<file path="src/rtl/sdram_cmd_sequencer_pkg.sv">
// Shared definitions for the SDRAM command sequencer:
//   - default size/timing parameters
//   - SDRAM command encodings as {ras_n, cas_n, we_n}
//   - sequencer state encodings
//   - width of the shared wait timer
package sdram_cmd_sequencer_pkg;

    localparam int DEF_ROWSIZE   = 12;
    localparam int DEF_COLSIZE   = 9;
    localparam int DEF_BANKSIZE  = 2;
    localparam int DEF_T_RCD     = 2;
    localparam int DEF_CAS_LAT   = 2;
    localparam int DEF_BURST_LEN = 4;
    localparam int DEF_T_RP      = 2;
    localparam int DEF_T_RFC     = 7;
    localparam int DEF_T_MRD     = 2;

    localparam int TIMER_W = 8;

    // {ras_n, cas_n, we_n}; cs_n is held low so every cycle is a real command
    localparam logic [2:0] CMD_NOP   = 3'b111;
    localparam logic [2:0] CMD_ACT   = 3'b011;
    localparam logic [2:0] CMD_READ  = 3'b101;
    localparam logic [2:0] CMD_WRITE = 3'b100;
    localparam logic [2:0] CMD_PRE   = 3'b010;
    localparam logic [2:0] CMD_REF   = 3'b001;
    localparam logic [2:0] CMD_MRS   = 3'b000;

    localparam logic [3:0] ST_IDLE = 4'd0;
    localparam logic [3:0] ST_ACT  = 4'd1;
    localparam logic [3:0] ST_RCD  = 4'd2;
    localparam logic [3:0] ST_RW   = 4'd3;
    localparam logic [3:0] ST_DATA = 4'd4;
    localparam logic [3:0] ST_PRE  = 4'd5;
    localparam logic [3:0] ST_REF  = 4'd6;
    localparam logic [3:0] ST_MRS  = 4'd7;
    localparam logic [3:0] ST_WAIT = 4'd8;

endpackage

</file>
<file path="src/rtl/sdram_timer.sv">
// Loadable down-counter shared by every timed sequencer state.
// Ports:
//   clk0, reset     clock, async active-high reset
//   load, load_val  load the counter with the number of cycles to spend in a state
//   count           current count (loaded value on the first cycle of the state)
//   done            last cycle of the timed state (count at or below 1)
// The counter stops at zero rather than wrapping.
module sdram_timer
    import sdram_cmd_sequencer_pkg::*;
(
    input  logic               clk0,
    input  logic               reset,
    input  logic               load,
    input  logic [TIMER_W-1:0] load_val,
    output logic [TIMER_W-1:0] count,
    output logic               done
);

    always_ff @(posedge clk0 or posedge reset) begin
        if (reset)
            count <= '0;
        else if (load)
            count <= load_val;
        else if (count != '0)
            count <= count - 1'b1;
    end

    assign done = (count <= TIMER_W'(1));

endmodule

</file>
<file path="src/rtl/sdram_cmd_sequencer.sv">
// SDRAM command sequencer: turns one-cycle do_* requests into timed SDRAM
// command sequences and produces datapath strobes.
// Ports:
//   clk0, reset               clock, async active-high reset
//   do_reada/do_writea        read/write with auto-precharge request
//   do_refresh/do_preacharge  auto-refresh / precharge-all request
//   do_load_mod               mode register load request
//   addr                      {bank,row,col}, captured when a request is accepted
//   mode_reg                  value driven on sdr_addr for LOAD MODE
//   sdr_cs_n..sdr_we_n        registered SDRAM command pins
//   sdr_ba, sdr_addr          registered bank / address pins
//   oe, rd_valid              write-data drive / read-data valid strobes
//   cmd_ack                   READ/WRITE/REF/PRE/MRS on the pins this cycle
//   busy                      sequencer not idle
//   cmd_err                   a request was dropped in the previous cycle
module sdram_cmd_sequencer
    import sdram_cmd_sequencer_pkg::*;
#(
    parameter int ROWSIZE   = DEF_ROWSIZE,
    parameter int COLSIZE   = DEF_COLSIZE,
    parameter int BANKSIZE  = DEF_BANKSIZE,
    parameter int T_RCD     = DEF_T_RCD,
    parameter int CAS_LAT   = DEF_CAS_LAT,
    parameter int BURST_LEN = DEF_BURST_LEN,
    parameter int T_RP      = DEF_T_RP,
    parameter int T_RFC     = DEF_T_RFC,
    parameter int T_MRD     = DEF_T_MRD
) (
    input  logic                                 clk0,
    input  logic                                 reset,
    input  logic                                 do_reada,
    input  logic                                 do_writea,
    input  logic                                 do_refresh,
    input  logic                                 do_preacharge,
    input  logic                                 do_load_mod,
    input  logic [BANKSIZE+ROWSIZE+COLSIZE-1:0]  addr,
    input  logic [ROWSIZE-1:0]                   mode_reg,
    output logic                                 sdr_cs_n,
    output logic                                 sdr_ras_n,
    output logic                                 sdr_cas_n,
    output logic                                 sdr_we_n,
    output logic [BANKSIZE-1:0]                  sdr_ba,
    output logic [ROWSIZE-1:0]                   sdr_addr,
    output logic                                 oe,
    output logic                                 rd_valid,
    output logic                                 cmd_ack,
    output logic                                 busy,
    output logic                                 cmd_err
);

    localparam int ADDR_W = BANKSIZE + ROWSIZE + COLSIZE;

    // Cycles spent in each timed state
    localparam logic [TIMER_W-1:0] RCD_CYC = TIMER_W'(T_RCD - 1);
    localparam logic [TIMER_W-1:0] RD_CYC  = TIMER_W'(CAS_LAT - 1 + BURST_LEN);
    localparam logic [TIMER_W-1:0] WR_CYC  = TIMER_W'(BURST_LEN - 1);
    localparam logic [TIMER_W-1:0] RP_CYC  = TIMER_W'(T_RP);
    localparam logic [TIMER_W-1:0] PRE_CYC = TIMER_W'(T_RP - 1);
    localparam logic [TIMER_W-1:0] RFC_CYC = TIMER_W'(T_RFC - 1);
    localparam logic [TIMER_W-1:0] MRD_CYC = TIMER_W'(T_MRD - 1);
    localparam logic [TIMER_W-1:0] BL_CNT  = TIMER_W'(BURST_LEN);

    logic [3:0]          state, state_nxt;
    logic                t_load, t_done;
    logic [TIMER_W-1:0]  t_val, t_count;
    logic                wr_q;
    logic [BANKSIZE-1:0] bank_q;
    logic [COLSIZE-1:0]  col_q;
    logic [4:0]          req;
    logic                req_multi;
    logic [ROWSIZE-1:0]  rw_addr, pre_addr;

    assign req       = {do_refresh, do_preacharge, do_load_mod, do_writea, do_reada};
    assign req_multi = (req & (req - 5'd1)) != 5'd0;

    sdram_timer u_timer (
        .clk0     (clk0),
        .reset    (reset),
        .load     (t_load),
        .load_val (t_val),
        .count    (t_count),
        .done     (t_done)
    );

    // Next state and timer load; the timer is loaded on the edge that enters a timed state
    always_comb begin
        state_nxt = state;
        t_load    = 1'b0;
        t_val     = '0;
        case (state)
            ST_IDLE: begin
                if (do_refresh)                  state_nxt = ST_REF;
                else if (do_preacharge)          state_nxt = ST_PRE;
                else if (do_load_mod)            state_nxt = ST_MRS;
                else if (do_writea || do_reada)  state_nxt = ST_ACT;
            end
            ST_ACT: begin
                if (RCD_CYC != '0) begin
                    state_nxt = ST_RCD; t_load = 1'b1; t_val = RCD_CYC;
                end else begin
                    state_nxt = ST_RW;
                end
            end
            ST_RCD: if (t_done) state_nxt = ST_RW;
            ST_RW: begin
                // Reads stay in DATA through CAS latency plus the burst; writes
                // already drove their first beat in RW.
                if (!wr_q) begin
                    state_nxt = ST_DATA; t_load = 1'b1; t_val = RD_CYC;
                end else if (WR_CYC != '0) begin
                    state_nxt = ST_DATA; t_load = 1'b1; t_val = WR_CYC;
                end else begin
                    state_nxt = ST_WAIT; t_load = 1'b1; t_val = RP_CYC;
                end
            end
            ST_DATA: if (t_done) begin
                state_nxt = ST_WAIT; t_load = 1'b1; t_val = RP_CYC;
            end
            ST_PRE: begin
                if (PRE_CYC != '0) begin
                    state_nxt = ST_WAIT; t_load = 1'b1; t_val = PRE_CYC;
                end else state_nxt = ST_IDLE;
            end
            ST_REF: begin
                if (RFC_CYC != '0) begin
                    state_nxt = ST_WAIT; t_load = 1'b1; t_val = RFC_CYC;
                end else state_nxt = ST_IDLE;
            end
            ST_MRS: begin
                if (MRD_CYC != '0) begin
                    state_nxt = ST_WAIT; t_load = 1'b1; t_val = MRD_CYC;
                end else state_nxt = ST_IDLE;
            end
            ST_WAIT: if (t_done) state_nxt = ST_IDLE;
            default: state_nxt = ST_IDLE;
        endcase
    end

    always_ff @(posedge clk0 or posedge reset) begin
        if (reset) begin
            state   <= ST_IDLE;
            wr_q    <= 1'b0;
            bank_q  <= '0;
            col_q   <= '0;
            cmd_err <= 1'b0;
        end else begin
            state   <= state_nxt;
            // Busy drops everything; in IDLE only the priority losers are errors
            cmd_err <= (state != ST_IDLE) ? (req != 5'd0) : req_multi;
            if (state == ST_IDLE && state_nxt == ST_ACT) begin
                wr_q   <= do_writea;
                bank_q <= addr[ADDR_W-1 -: BANKSIZE];
                col_q  <= addr[COLSIZE-1:0];
            end
        end
    end

    // Column address with A10 set selects auto-precharge; PRE uses A10 for all banks
    always_comb begin
        rw_addr                 = '0;
        rw_addr[COLSIZE-1:0]    = col_q;
        rw_addr[10]             = 1'b1;
        pre_addr                = '0;
        pre_addr[10]            = 1'b1;
    end

    // Pins are registered from the next state so a command appears in the
    // same cycle its state is current. ba/addr hold during NOP.
    always_ff @(posedge clk0 or posedge reset) begin
        if (reset) begin
            sdr_cs_n                         <= 1'b0;
            {sdr_ras_n, sdr_cas_n, sdr_we_n} <= CMD_NOP;
            sdr_ba                           <= '0;
            sdr_addr                         <= '0;
        end else begin
            sdr_cs_n                         <= 1'b0;
            {sdr_ras_n, sdr_cas_n, sdr_we_n} <= CMD_NOP;
            if (state_nxt != state) begin
                case (state_nxt)
                    ST_ACT: begin
                        {sdr_ras_n, sdr_cas_n, sdr_we_n} <= CMD_ACT;
                        sdr_ba   <= addr[ADDR_W-1 -: BANKSIZE];
                        sdr_addr <= addr[COLSIZE +: ROWSIZE];
                    end
                    ST_RW: begin
                        {sdr_ras_n, sdr_cas_n, sdr_we_n} <= wr_q ? CMD_WRITE : CMD_READ;
                        sdr_ba   <= bank_q;
                        sdr_addr <= rw_addr;
                    end
                    ST_PRE: begin
                        {sdr_ras_n, sdr_cas_n, sdr_we_n} <= CMD_PRE;
                        sdr_addr <= pre_addr;
                    end
                    ST_REF: {sdr_ras_n, sdr_cas_n, sdr_we_n} <= CMD_REF;
                    ST_MRS: begin
                        {sdr_ras_n, sdr_cas_n, sdr_we_n} <= CMD_MRS;
                        sdr_ba   <= '0;
                        sdr_addr <= mode_reg;
                    end
                    default: ;
                endcase
            end
        end
    end

    assign busy     = (state != ST_IDLE);
    assign cmd_ack  = (state == ST_RW) || (state == ST_PRE) ||
                      (state == ST_REF) || (state == ST_MRS);
    assign oe       = wr_q && ((state == ST_RW) || (state == ST_DATA));
    // DATA for a read covers CAS latency then the burst; the burst is the tail
    assign rd_valid = !wr_q && (state == ST_DATA) && (t_count <= BL_CNT);

endmodule

</file>
<file path="config.mk">
export PLATFORM = sky130hd
export DESIGN_NAME = sdram_cmd_sequencer
export DESIGN_NICKNAME = d
export VERILOG_FILES = /design/src/rtl/sdram_cmd_sequencer_pkg.sv /design/src/rtl/sdram_timer.sv /design/src/rtl/sdram_cmd_sequencer.sv
export SDC_FILE = /design/constraint.sdc
export NUM_CORES = 1
export LEC_CHECK = 0
export ABC_AREA = 0
export CORE_ASPECT_RATIO = 1.5
export CORE_UTILIZATION = 50
export DETAILED_ROUTE_END_ITERATION = 8
export PLACE_DENSITY_LB_ADDON = 0.15
export SETUP_SLACK_MARGIN = 0.5
export SYNTH_ARGS = -nofsm -noshare
export SYNTH_HDL_FRONTEND = slang
export SYNTH_SLANG_ARGS = --single-unit
export TNS_END_PERCENT = 10
</file>
<file path="constraint.sdc">
create_clock -name clk0 -period 7 [get_ports clk0]
set_input_delay 1.4 -clock clk0 [delete_from_list [all_inputs] [get_ports clk0]]
set_output_delay 1.4 -clock clk0 [all_outputs]
set_load 0.02 [all_outputs]
</file>
Word-level counts from Yosys, hierarchy flattened

Cells that the tools add are included.

Flip-flop bits (word level): 42
Input bits: 42
Output and inout port bits: 23
Logic and storage cells: 81

Add/sub/neg operators: 2
Magnitude comparators: 2
Equal/unequal tests: 14
Mux-type cells: 25
Bitwise operators: 1
Reduce and logical (&&, ||, !) cells: 26

Operators with widths:

| operator            | number |
|---|---|
| $pmux 12 s4         | 1 |
| $eq 4x3->1 const B  | 7 |
| $mux 4              | 7 |
| $pmux 4 s7          | 1 |
| $mux 8              | 2 |
| $eq 4x2->1 const B  | 3 |
| $pmux 3 s4          | 1 |
| $reduce_bool 5->1   | 2 |
| $eq 4x1->1 const B  | 2 |
| $le 8x1->1 const B  | 1 |
| $le 8x3->1 const B  | 1 |
| $pmux 1 s2          | 4 |
| $reduce_bool 4->1   | 2 |
| $reduce_bool 8->1   | 1 |
| $sub 8x1->8 const B | 1 |
| $mux 1              | 6 |
| $pmux 2 s3          | 1 |
| $reduce_or 3->1     | 2 |
| $and 5x5->5         | 1 |
| $logic_or 1x1->1    | 5 |
| $reduce_or 5->1     | 1 |
| $sub 5x1->5 const B | 1 |
| $eq 4x4->1 const B  | 1 |
| $logic_and 1x1->1   | 4 |
| other kinds (10)    | 12 |

Logic depth before layout (Yosys ltp)

Gate-level depths: netlist (run 1).

Depth after elaboration: 10
Depth in mapped cells: 10

Hierarchy

Synthesis (run 1) repeated with hierarchy kept, for this count alone.

Cells, all modules: 234
Area total of the unflattened synthesis: 2333.5 µm²

Modules (own cells, without submodules):

| module              | instances | cells an instance | area an instance (µm²) |
|---|---|---|---|
| sdram_cmd_sequencer | 1         | 174               | 1800.5 |
| sdram_timer         | 1         | 60                | 533.0 |

Least setup slack after synthesis (run 1)

OpenSTA, ideal clock, no wires.

Kind: reg-to-output
Start point: register state[0]
End point: output port rd_valid
Arrival time: 2.122 ns
Data required time: 5.600 ns
Path slack: 3.478 ns
Cell stages (with the launch flop): 6
Buffers on the path: 1
Cells stage by stage: dfrtp_1 > clkbuf_1 > nor2b_1 > nor3b_1 > nand2_1 > a2111oi_0

Cells in the longest elaborated chain, start to end: 3

RTL lines:

| what                            | line                       | source |
|---|---|---|
| from (decl)                     | sdram_cmd_sequencer.sv:63  | `logic [3:0] state, state_nxt;` |
| from (signal assigned)          | sdram_cmd_sequencer.sv:147 | `state <= state_nxt;` |
| $eq 4x3->1                      | sdram_cmd_sequencer.sv:211 | `assign rd_valid = !wr_q && (state == ST_DATA) && (t_count <= BL_CNT);` |
| $logic_and 1x1->1 (2 in series) | sdram_cmd_sequencer.sv:211 |  |
| to (decl)                       | sdram_cmd_sequencer.sv:45  | `output logic rd_valid,` |

No other way between the ends.

Worst setup path after layout (run 1)

Start point: input port do_writea
End point: register col_q[6]

Cells in the longest elaborated chain, start to end: 8

RTL lines:

| what                 | line                       | source |
|---|---|---|
| from (decl)          | sdram_cmd_sequencer.sv:32  | `input logic do_writea,` |
| $logic_or 1x1->1     | sdram_cmd_sequencer.sv:95  | `else if (do_writea \|\| do_reada) state_nxt = ST_ACT;` |
| $mux 4               | sdram_cmd_sequencer.sv:95  |  |
| $mux 4               | sdram_cmd_sequencer.sv:94  | `else if (do_load_mod) state_nxt = ST_MRS;` |
| $mux 4               | sdram_cmd_sequencer.sv:93  | `else if (do_preacharge) state_nxt = ST_PRE;` |
| $mux 4               | sdram_cmd_sequencer.sv:92  | `if (do_refresh) state_nxt = ST_REF;` |
| $pmux 4 s7           | sdram_cmd_sequencer.sv:90  | `case (state)` |
| $eq 4x1->1           | sdram_cmd_sequencer.sv:150 | `if (state == ST_IDLE && state_nxt == ST_ACT) begin` |
| $logic_and 1x1->1    | sdram_cmd_sequencer.sv:150 |  |
| to (signal assigned) | sdram_cmd_sequencer.sv:153 | `col_q <= addr[COLSIZE-1:0];` |
| to (decl)            | sdram_cmd_sequencer.sv:68  | `logic [COLSIZE-1:0] col_q;` |

No other way between the ends.
A chain may end at the register's enable or synchronous reset.

==> impl_metrics.yaml, run 1 <==
run_status:
  status: "finished, final reports clean"
cts:
  clockRootBuffer: "clkbuf_8"
  clockBufferDepth: 2
  cts-htree-levels: 2
  numCtsBuffers: 5
  cts_tree: "yes"
  clk_pin_slew_worst_paths_ns: 0.08
  post-cts-setup-buffer-count: 0
  cts_num_sinks: 42
  hold_buffers: 0
  post_cts_resize_count: 0
  clock_latency_ns: 0.29
yosys:
  synth_edf_count: 0
  yosys.area_share.adder_pct: 1.75
  yosysTopAreaCellShare_pct: 45.6
  synth_ff_type: "dfrtp_1"
  synth_area_leader_cell: "dfrtp_1"
  synthSimpleGateAreaFrac_pct: 15.9
  muxShareOfSynthArea_pct: 7.30
  ys_seq_area_share_pct: 49.2
  netlist_top_cells_area: "dfrtp_1, a21oi_1, nor2_1"
  yosysWarningCount: 0
  synth-xor-area-share_pct: 2.04
  synth_cell_types: 48
  synth_seq_cells: 42
  yosysMostFrequentCell: "dfrtp_1"
  synthTopCellsByCount: "dfrtp_1, nor2_1, a21oi_1, o21ai_0, a222oi_1"
  synth_nets: 250
  syn_inst: 205
  avgSynthCellArea_um2: 10.4
  netlist_area_um2: 2140
  synth_top_family_by_area: "compound AO/OA/AOI/OAI gates"
  synth_compound_area_share_pct: 18.6
  ys_async_sr_fraction_pct: 100
route:
  drt_pass1_iterations: 6
  ant_nets: 0
  drt-initial-drc-count: 98
  vias: 1756
  drt_wl_total_um: 4870
  avgRoutedWirePerCell_um: 15.7
  viasPerCell: 5.68
  drc: 0
final_layout:
  fillers: 323
  drive_gt1_share_pct: 12.5
  n_antenna_cell: 0
  fin_nets: 308
  syn_to_final_growth_pct: 33.5
timing:
  worst_slew_pin_slew_ns: 0.940
  rsz0062_at_grt: "no"
  clock.fmax_mhz: 253
  slew_viol_final: 0
  tns_ns: 0
  clock_skew_ns: 0.00917
  finalHoldViolCount: 0
  max_slew_margin_pct: 37.1
  setup_violations: 0
  fin_crit_ns: 3.96
  min_period_over_period_pct: 56.5
global_routing:
  grt_max_degree: 43
  gr-usage-all-layers_pct: 22.7
  grt_pass1_wl_um: 8000
  grt_overflow: 0
  grt_pass1_vias: 1735
  antenna_found_initial: 0
hold_path:
  worstHoldStart: "bank_q[1]"
  hp-class: "reg -> reg"
setup_path:
  crit_path_end_kind: "flop"
  path_cells: "clkdlybuf4s50_1 > nor2_1 > a311oi_1 > or2_2 > nor3b_4 > mux2_2"
  rr_startpoint: "state[2]"
  path_class: "in -> reg"
  worst_setup_path_start_kind: "input port"
  worstPathRequired_ns: 7.18
  arrival_ns: 4.14
  crit_start: "do_writea"
  slowest_delay_ns: 0.75
  worstPathMaxFanout: 27
  crit_slowest_cell: "nor3b_4"
power_and_ir_drop:
  cellLeakagePower_uw: 0.00115
  power.total_uw: 1310
  p_per_area_nw_per_um2: 457
  irDropWorstVdd_uv: 331
floorplan:
  start_util_pct: 53.2
  die_x_um: 55.4
  ioPinCount: 65
  row_count: 28
  die_h_um: 82.2
  coreArea_um2: 4030
  die_area_um2: 4560
run:
  maxCapViolCount: 0
place:
  port_buffers: 63
  gp_congestion: 0.869
  dp_hpwl_um: 3560
worst max-delay path: cells and delay by family:
kind	cells	cell delay (ns)
AOI/OAI and AO/OA	1	0.43
buffers and inverters	1	0.55
muxes	1	0.41
and+or+nand+nor	3	1.34
where the power goes:
group,switching [uW],internal [uW],total (uW)
logic,366,325,691
registers,93.2,363,456
clock network,82.5,79.3,162
total,542,767,1310
state kept, by name (all words and copies together), names as in the netlist:
signal         count
sdr_addr          12
col_q              9
u_timer.count      8
state              4
bank_q             2
sdr_ba             2
cmd_err            1
sdr_cas_n          1
sdr_ras_n          1
sdr_we_n           1
wr_q               1
per-layer routing:
layer	track usage [%]	wire [um]	vias up
met5	0	0	-
met4	7.00	45	0
met3	4.52	207	5
met2	41.7	2630	52
met1	26.9	1980	837
li1	-	-	862
area by class of cell:
cell class              instances  area [um^2]  share of cell area (%)
multi-input cells             142          982                    34.3
clock buffers                   6         82.6                    2.89
inverters                       7         26.3                   0.919
clock inverters                 2         12.5                   0.437
well taps                      45         56.3                    1.97
repair buffers                 65          646                    22.6
flip-flops and latches         42         1050                    36.9
cells in the final DEF, fill, tap and decap left out, drive strengths merged, types with 3 or more instances in the layout:
master         instances
nand2                  6
o21ai                 12
inv                    7
mux2                  11
nor3                   4
or3                    4
ha                     3
a21oi                 22
clkdlybuf4s50         63
nor2                  27
a22oi                  3
a222oi                 9
dfstp                  3
dfrtp                 39
nor3b                  4
xnor2                  3
clkbuf                 6
nor4                   3
path summary, 6_finish.rpt:
| check | to | slack (ns) | cells after the start |
|---|---|---|---|
| worst min-delay path | bank_q[1] | 0.51 | 1 |
| worst max register to register | col_q[6] | 3.64 | 6 |
| max in group asynchronous | sdr_ras_n | 5.08 | 3 |
| min in group asynchronous | u_timer.count[4] | 1.53 | 3 |
| worst min register to register | bank_q[1] | 0.51 | 1 |
| worst max-delay path | col_q[6] | 3.04 | 6 |
through the flow:
stage	hold slack (ns)	util [%]	instances	setup WS [ns]	cell area, um^2
after floorplan	0.480	-	205	3.48	2140
after global placement	0.490	68.6	301	2.81	2770
after detailed placement	0.496	68.6	301	2.72	2770
after CTS	0.516	71.0	309	3.03	2860
after global routing	0.522	71.0	309	2.81	2860
final	0.514	71.0	309	3.04	2860
kinds of logic after synthesis:
| family | Yosys count |
|---|---|
| and+or+nand+nor | 61 |
| AOI/OAI and AO/OA | 60 |
| DFF | 42 |
| buffers and inverters | 21 |
| muxes | 12 |
| xor gates and xnor gates | 5 |
| adders and majority gates | 3 |
| other | 1 |
Note: power is estimated with default switching activity, not from simulation.
==> run 2, diff against run 1 <==
CORE_UTILIZATION = 42   (was 50)
clock period = 3.2 ns   (was 7 ns; I/O delays follow)
==> impl_metrics.yaml, run 2 (synthesis results as in run 1) <==
timing:
  setup_violations: 0
  min_period_over_period_pct: 83.3
  fin_crit_ns: 2.66
  rsz0062_at_grt: "yes"
  slew_viol_final: 0
  finalHoldViolCount: 0
  clock_skew_ns: 0.0124
  worst_slew_pin_slew_ns: 0.737
  max_slew_margin_pct: 50.6
  tns_ns: 0
  clock.fmax_mhz: 375
place:
  port_buffers: 63
  dp_hpwl_um: 3850
  gp_congestion: 0.778
cts:
  numCtsBuffers: 5
  clockRootBuffer: "clkbuf_8"
  cts-htree-levels: 2
  clk_pin_slew_worst_paths_ns: 0.09
  cts_tree: "yes"
  clock_latency_ns: 0.31
  clockBufferDepth: 2
  cts_num_sinks: 42
  hold_buffers: 0
final_layout:
  postLayoutCoreUtil_pct: 63.0
  fillers: 424
  drive_gt1_share_pct: 20.1
  largest_reg_flops: 12
  syn_to_final_growth_pct: 42.6
  layout_common_cells: "clkdlybuf4s50_1, dfrtp_1, nor2_1"
  n_antenna_cell: 0
  regMostFlops: "sdr_addr"
  fin_nets: 323
  final_common_cell: "clkdlybuf4s50_1"
  reg.largest.list: "sdr_addr (12), col_q (9), u_timer.count (8)"
power_and_ir_drop:
  cellLeakagePower_uw: 0.00125
  p_per_area_nw_per_um2: 995
  irDropWorstVdd_uv: 532
route:
  ant_nets: 0
  drt_pass1_iterations: 7
  dr.max_layer_used: "met4"
  wl_met1_um: 2130
  vias: 1815
  avgRoutedWirePerCell_um: 15.3
  route.met3.wl_um: 211
  dr_wl_met2_um: 2840
  drt-initial-drc-count: 121
  drc: 0
  drt_wl_total_um: 5260
  viasPerCell: 5.26
floorplan:
  coreArea_um2: 4850
  die_x_um: 60.3
  die_h_um: 89.5
  start_util_pct: 44.2
  row_count: 31
  ioPinCount: 65
  die_area_um2: 5400
global_routing:
  antenna_found_initial: 0
  grt_pass1_vias: 1824
  grt_max_degree: 26
  gr-usage-all-layers_pct: 21.6
  grt_pass1_wl_um: 8490
  grt_overflow: 0
hold_path:
  hp-class: "reg -> reg"
setup_path:
  worst_setup_path_start_kind: "flop"
  worstPathMaxFanout: 8
  arrival_ns: 2.86
  worstPathRequired_ns: 3.39
  crit_path_end_kind: "flop"
  path_class: "reg -> reg"
run_status:
  status: "finished, final reports clean"
run:
  maxCapViolCount: 0
-- run 2: changes by cell type in the layout (fill, tap and decap cells not counted), sizes merged --
cell / before / now
clkinvlp: 1 / 2
clkbuf: 6 / 5
buf: 2 / 17
clkdlybuf4s50: 63 / 60
dlygate4sd1: 0 / 1
dlymetal6s2s: 0 / 2
-- run 2: layout make-up --
cell class,count,area (um^2),share of cell area (%)
repair buffers,80,769,25.2
clock buffers,5,68.8,2.25
inverters,7,26.3,0.860
clock inverters,3,23.8,0.778
well taps,66,82.6,2.70
flip-flops and latches,42,1060,34.7
multi-input cells,142,1020,33.5
-- run 2: layer usage --
| metal | vias to the layer above | GRT usage [%] |
|---|---|---|
| met5 | - | 0 |
| met4 | 0 | 9.51 |
| met3 | 8 | 5.35 |
| met2 | 41 | 36.3 |
| met1 | 876 | 25.6 |
| li1 | 890 | - |
-- run 2: per-stage QoR --
step	hold slack, ns	std cells	worst slack, ns	power, uW	instance area, um^2
2_1_floorplan	0.480	205	0.464	2050	2140
3_3_place_gp	0.491	332	0.313	2570	2870
3_5_place_dp	0.496	332	0.235	2590	2870
4_1_cts	0.516	340	0.404	2960	2970
5_1_grt	0.533	345	0.433	3260	3060
6_report	0.515	345	0.535	3040	3060
-- run 2: path summary, 6_finish.rpt --
kind | cells after the start | from | endpoint | slack (ns)
setup / recovery | 6 | u_timer.count[5] | bank_q[0] | 0.54
hold / removal | 1 | bank_q[1] | bank_q[1] | 0.52
setup reg to reg | 6 | u_timer.count[5] | bank_q[0] | 0.54
hold reg to reg | 1 | bank_q[1] | bank_q[1] | 0.52
max in group asynchronous | 3 | reset | sdr_ras_n | 1.87
min in group asynchronous | 2 | reset | u_timer.count[3] | 0.67
-- run 2: repair_timing --
action | CTS | global route
endpoints found under the setup margin | 23 | 25
pin swaps | 0 | 6
gates resized for setup | 3 | 16
buffers inserted | 0 | 5
-- run 2: where the power goes --
part / switching (uW) / internal (uW) / total, uW
Combinational: 858 / 839 / 1700
Sequential: 189 / 797 / 986
Clock: 200 / 156 / 356
Total: 1250 / 1790 / 3040
-- run 2: worst max-delay path, cell delays in order (launching register included) --
cell,delay (ns)
dfrtp_2,0.44
or4_4,0.59
or3_4,0.40
a211o_4,0.39
nor3b_4,0.23
buf_6,0.18
mux2_2,0.33
==> run 3, diff against run 2 <==
CORE_UTILIZATION = 47   (was 42)
clock period = 2.5 ns   (was 3.2 ns; I/O delays follow)
==> impl_metrics.yaml, run 3 (synthesis results as in run 1) <==
run_status:
  status: "finished with violations"
  violations: "design-rule violations, negative setup slack"
route:
  drc: 4
  vias: 2068
  drt-initial-drc-count: 101
  drt_wl_total_um: 6280
  avgRoutedWirePerCell_um: 17.6
  viasPerCell: 5.79
  ant_nets: 0
  drt_pass1_iterations: 6
final_layout:
  drive_gt1_share_pct: 33.8
  largest_reg_flops: 12
  stdcell_count: 357
  reg.largest.list: "sdr_addr (12), col_q (9), u_timer.count (8)"
  n_antenna_cell: 0
  layout_common_cells: "clkdlybuf4s50_1, buf_4, dfrtp_1"
  postLayoutCoreUtil_pct: 80.4
  final_common_cell: "clkdlybuf4s50_1"
  seq_area_um2: 1060
  regMostFlops: "sdr_addr"
  multi_input_area_um2: 1150
  fin_nets: 355
  final_area_um2: 3470
  syn_to_final_growth_pct: 62.0
  fillers: 279
timing:
  slew_viol_final: 0
  clock_skew_ns: 0.0115
  fin_crit_ns: 2.60
  max_slew_margin_pct: 63.8
  worst_slew_pin_slew_ns: 0.543
  setup_violations: 11
  clock.fmax_mhz: 385
  min_period_over_period_pct: 104
  finalHoldViolCount: 0
  rsz0062_at_grt: "yes"
  worst_slack_ns: -0.0988
floorplan:
  ioPinCount: 65
  start_util_pct: 49.6
  coreArea_um2: 4320
  die_h_um: 84.7
  die_area_um2: 4840
  row_count: 29
  die_x_um: 57.1
setup_path:
  crit_start: "u_timer.count[7]"
  worst_setup_path_start_kind: "flop"
  path_cells: "or4_4 > or3_4 > a211o_4 > nor3b_4 > buf_12 > mux2_2"
  path_class: "reg -> reg"
  worstPathMaxFanout: 13
  arrival_ns: 2.79
  rr_startpoint: "u_timer.count[7]"
  crit_path_end_kind: "flop"
  critPathBufInv: 1
  crit_slowest_cell: "or4_4"
  slowest_delay_ns: 0.54
  cpLargestDelayFamily: "simple AND/OR/NAND/NOR gates"
  worstPathRequired_ns: 2.70
cts:
  cts_tree: "yes"
  clk_pin_slew_worst_paths_ns: 0.09
  numCtsBuffers: 5
  clock_latency_ns: 0.30
  cts-htree-levels: 2
  clockBufferDepth: 2
  hold_buffers: 0
  cts_num_sinks: 42
  clockRootBuffer: "clkbuf_8"
global_routing:
  gr-usage-all-layers_pct: 27.0
  grt_pass1_wl_um: 9960
  grt_pass1_vias: 2217
  grt_overflow: 0
  antenna_found_initial: 0
  grt_max_degree: 43
place:
  placed_cell_area_um2: 3090
  dp_hpwl_um: 4090
  gp_congestion: 0.812
  place_inst: 340
  port_buffers: 63
power_and_ir_drop:
  p_per_area_nw_per_um2: 1410
  irDropWorstVdd_uv: 731
  cellLeakagePower_uw: 0.00148
hold_path:
  hp-class: "reg -> reg"
  worstHoldStart: "col_q[7]"
run:
  maxCapViolCount: 0
==> run 3: cell types whose count changed in the layout (fill, tap and decap cells not counted), moves of 3 or more <==
| cell | before | now |
|---|---|---|
| buf_4 | 15 | 41 |
| buf_6 | 2 | 7 |
| nor2_1 | 27 | 23 |
| nor2_2 | 0 | 3 |
==> run 3: layer usage <==
layer | track usage [%] | part of all wire [%] | up-vias
met5 | 0 | 0 | -
met4 | 10.9 | 1.9 | 0
met3 | 4.78 | 3.3 | 12
met2 | 52.0 | 57 | 51
met1 | 27.8 | 37 | 1045
li1 | - | - | 960
==> run 3: worst paths after layout <==
| kind | end | slack [ns] | cells after the start |
|---|---|---|---|
| worst max-delay path | bank_q[1] | -0.1 | 6 |
| worst min-delay path | col_q[7] | 0.52 | 1 |
| worst max register to register | bank_q[1] | -0.1 | 6 |
| worst min register to register | col_q[7] | 0.52 | 1 |
| max in group asynchronous | state[1] | 1.46 | 3 |
| min in group asynchronous | sdr_addr[8] | 0.62 | 3 |
==> run 3: timing repair <==
| action | in CTS | in global routing |
|---|---|---|
| pin swaps | 25 | 14 |
| gates cloned | 0 | 0 |
| setup buffers | 8 | 1 |
| resized for setup | 45 | 11 |
| endpoints found under the setup margin | 39 | 43 |
==> run 3: cell type report <==
class,count,share of cell area [%]
Multi-Input combinational cell,142,33.2
Sequential cell,42,30.5
Timing Repair Buffer,112,30.0
Clock buffer,5,1.98
Clock inverter,3,1.98
Tap cell,46,1.66
Inverter,7,0.757
==> run 3: worst register-to-register path, delay by kind of cell (launching register included) <==
kind	cells	cell delay, ns
DFF	1	0.39
AOI/OAI and AO/OA	1	0.37
buffers and inverters	1	0.19
muxes	1	0.34
and+or+nand+nor	3	1.19
==> run 3: per-stage QoR <==
step | TNS [ns] | hold WS [ns] | power (uW) | worst slack, ns
finish | -0.854 | 0.521 | 4880 | -0.0988
global route | -1.69 | 0.532 | 5140 | -0.136
CTS | -0.903 | 0.517 | 4720 | -0.104
detailed placement | -3.79 | 0.494 | 3690 | -0.248
global placement | -2.89 | 0.491 | 3630 | -0.197
floorplan | -1.07 | 0.480 | 2650 | -0.144
==> run 3: where the power goes <==
group | switching (uW) | leakage [uW] | internal [uW]
clock network | 256 | 0.0000683 | 400
registers | 229 | 0.000493 | 1020
logic | 1440 | 0.000923 | 1540
total | 1930 | 0.00148 | 2960
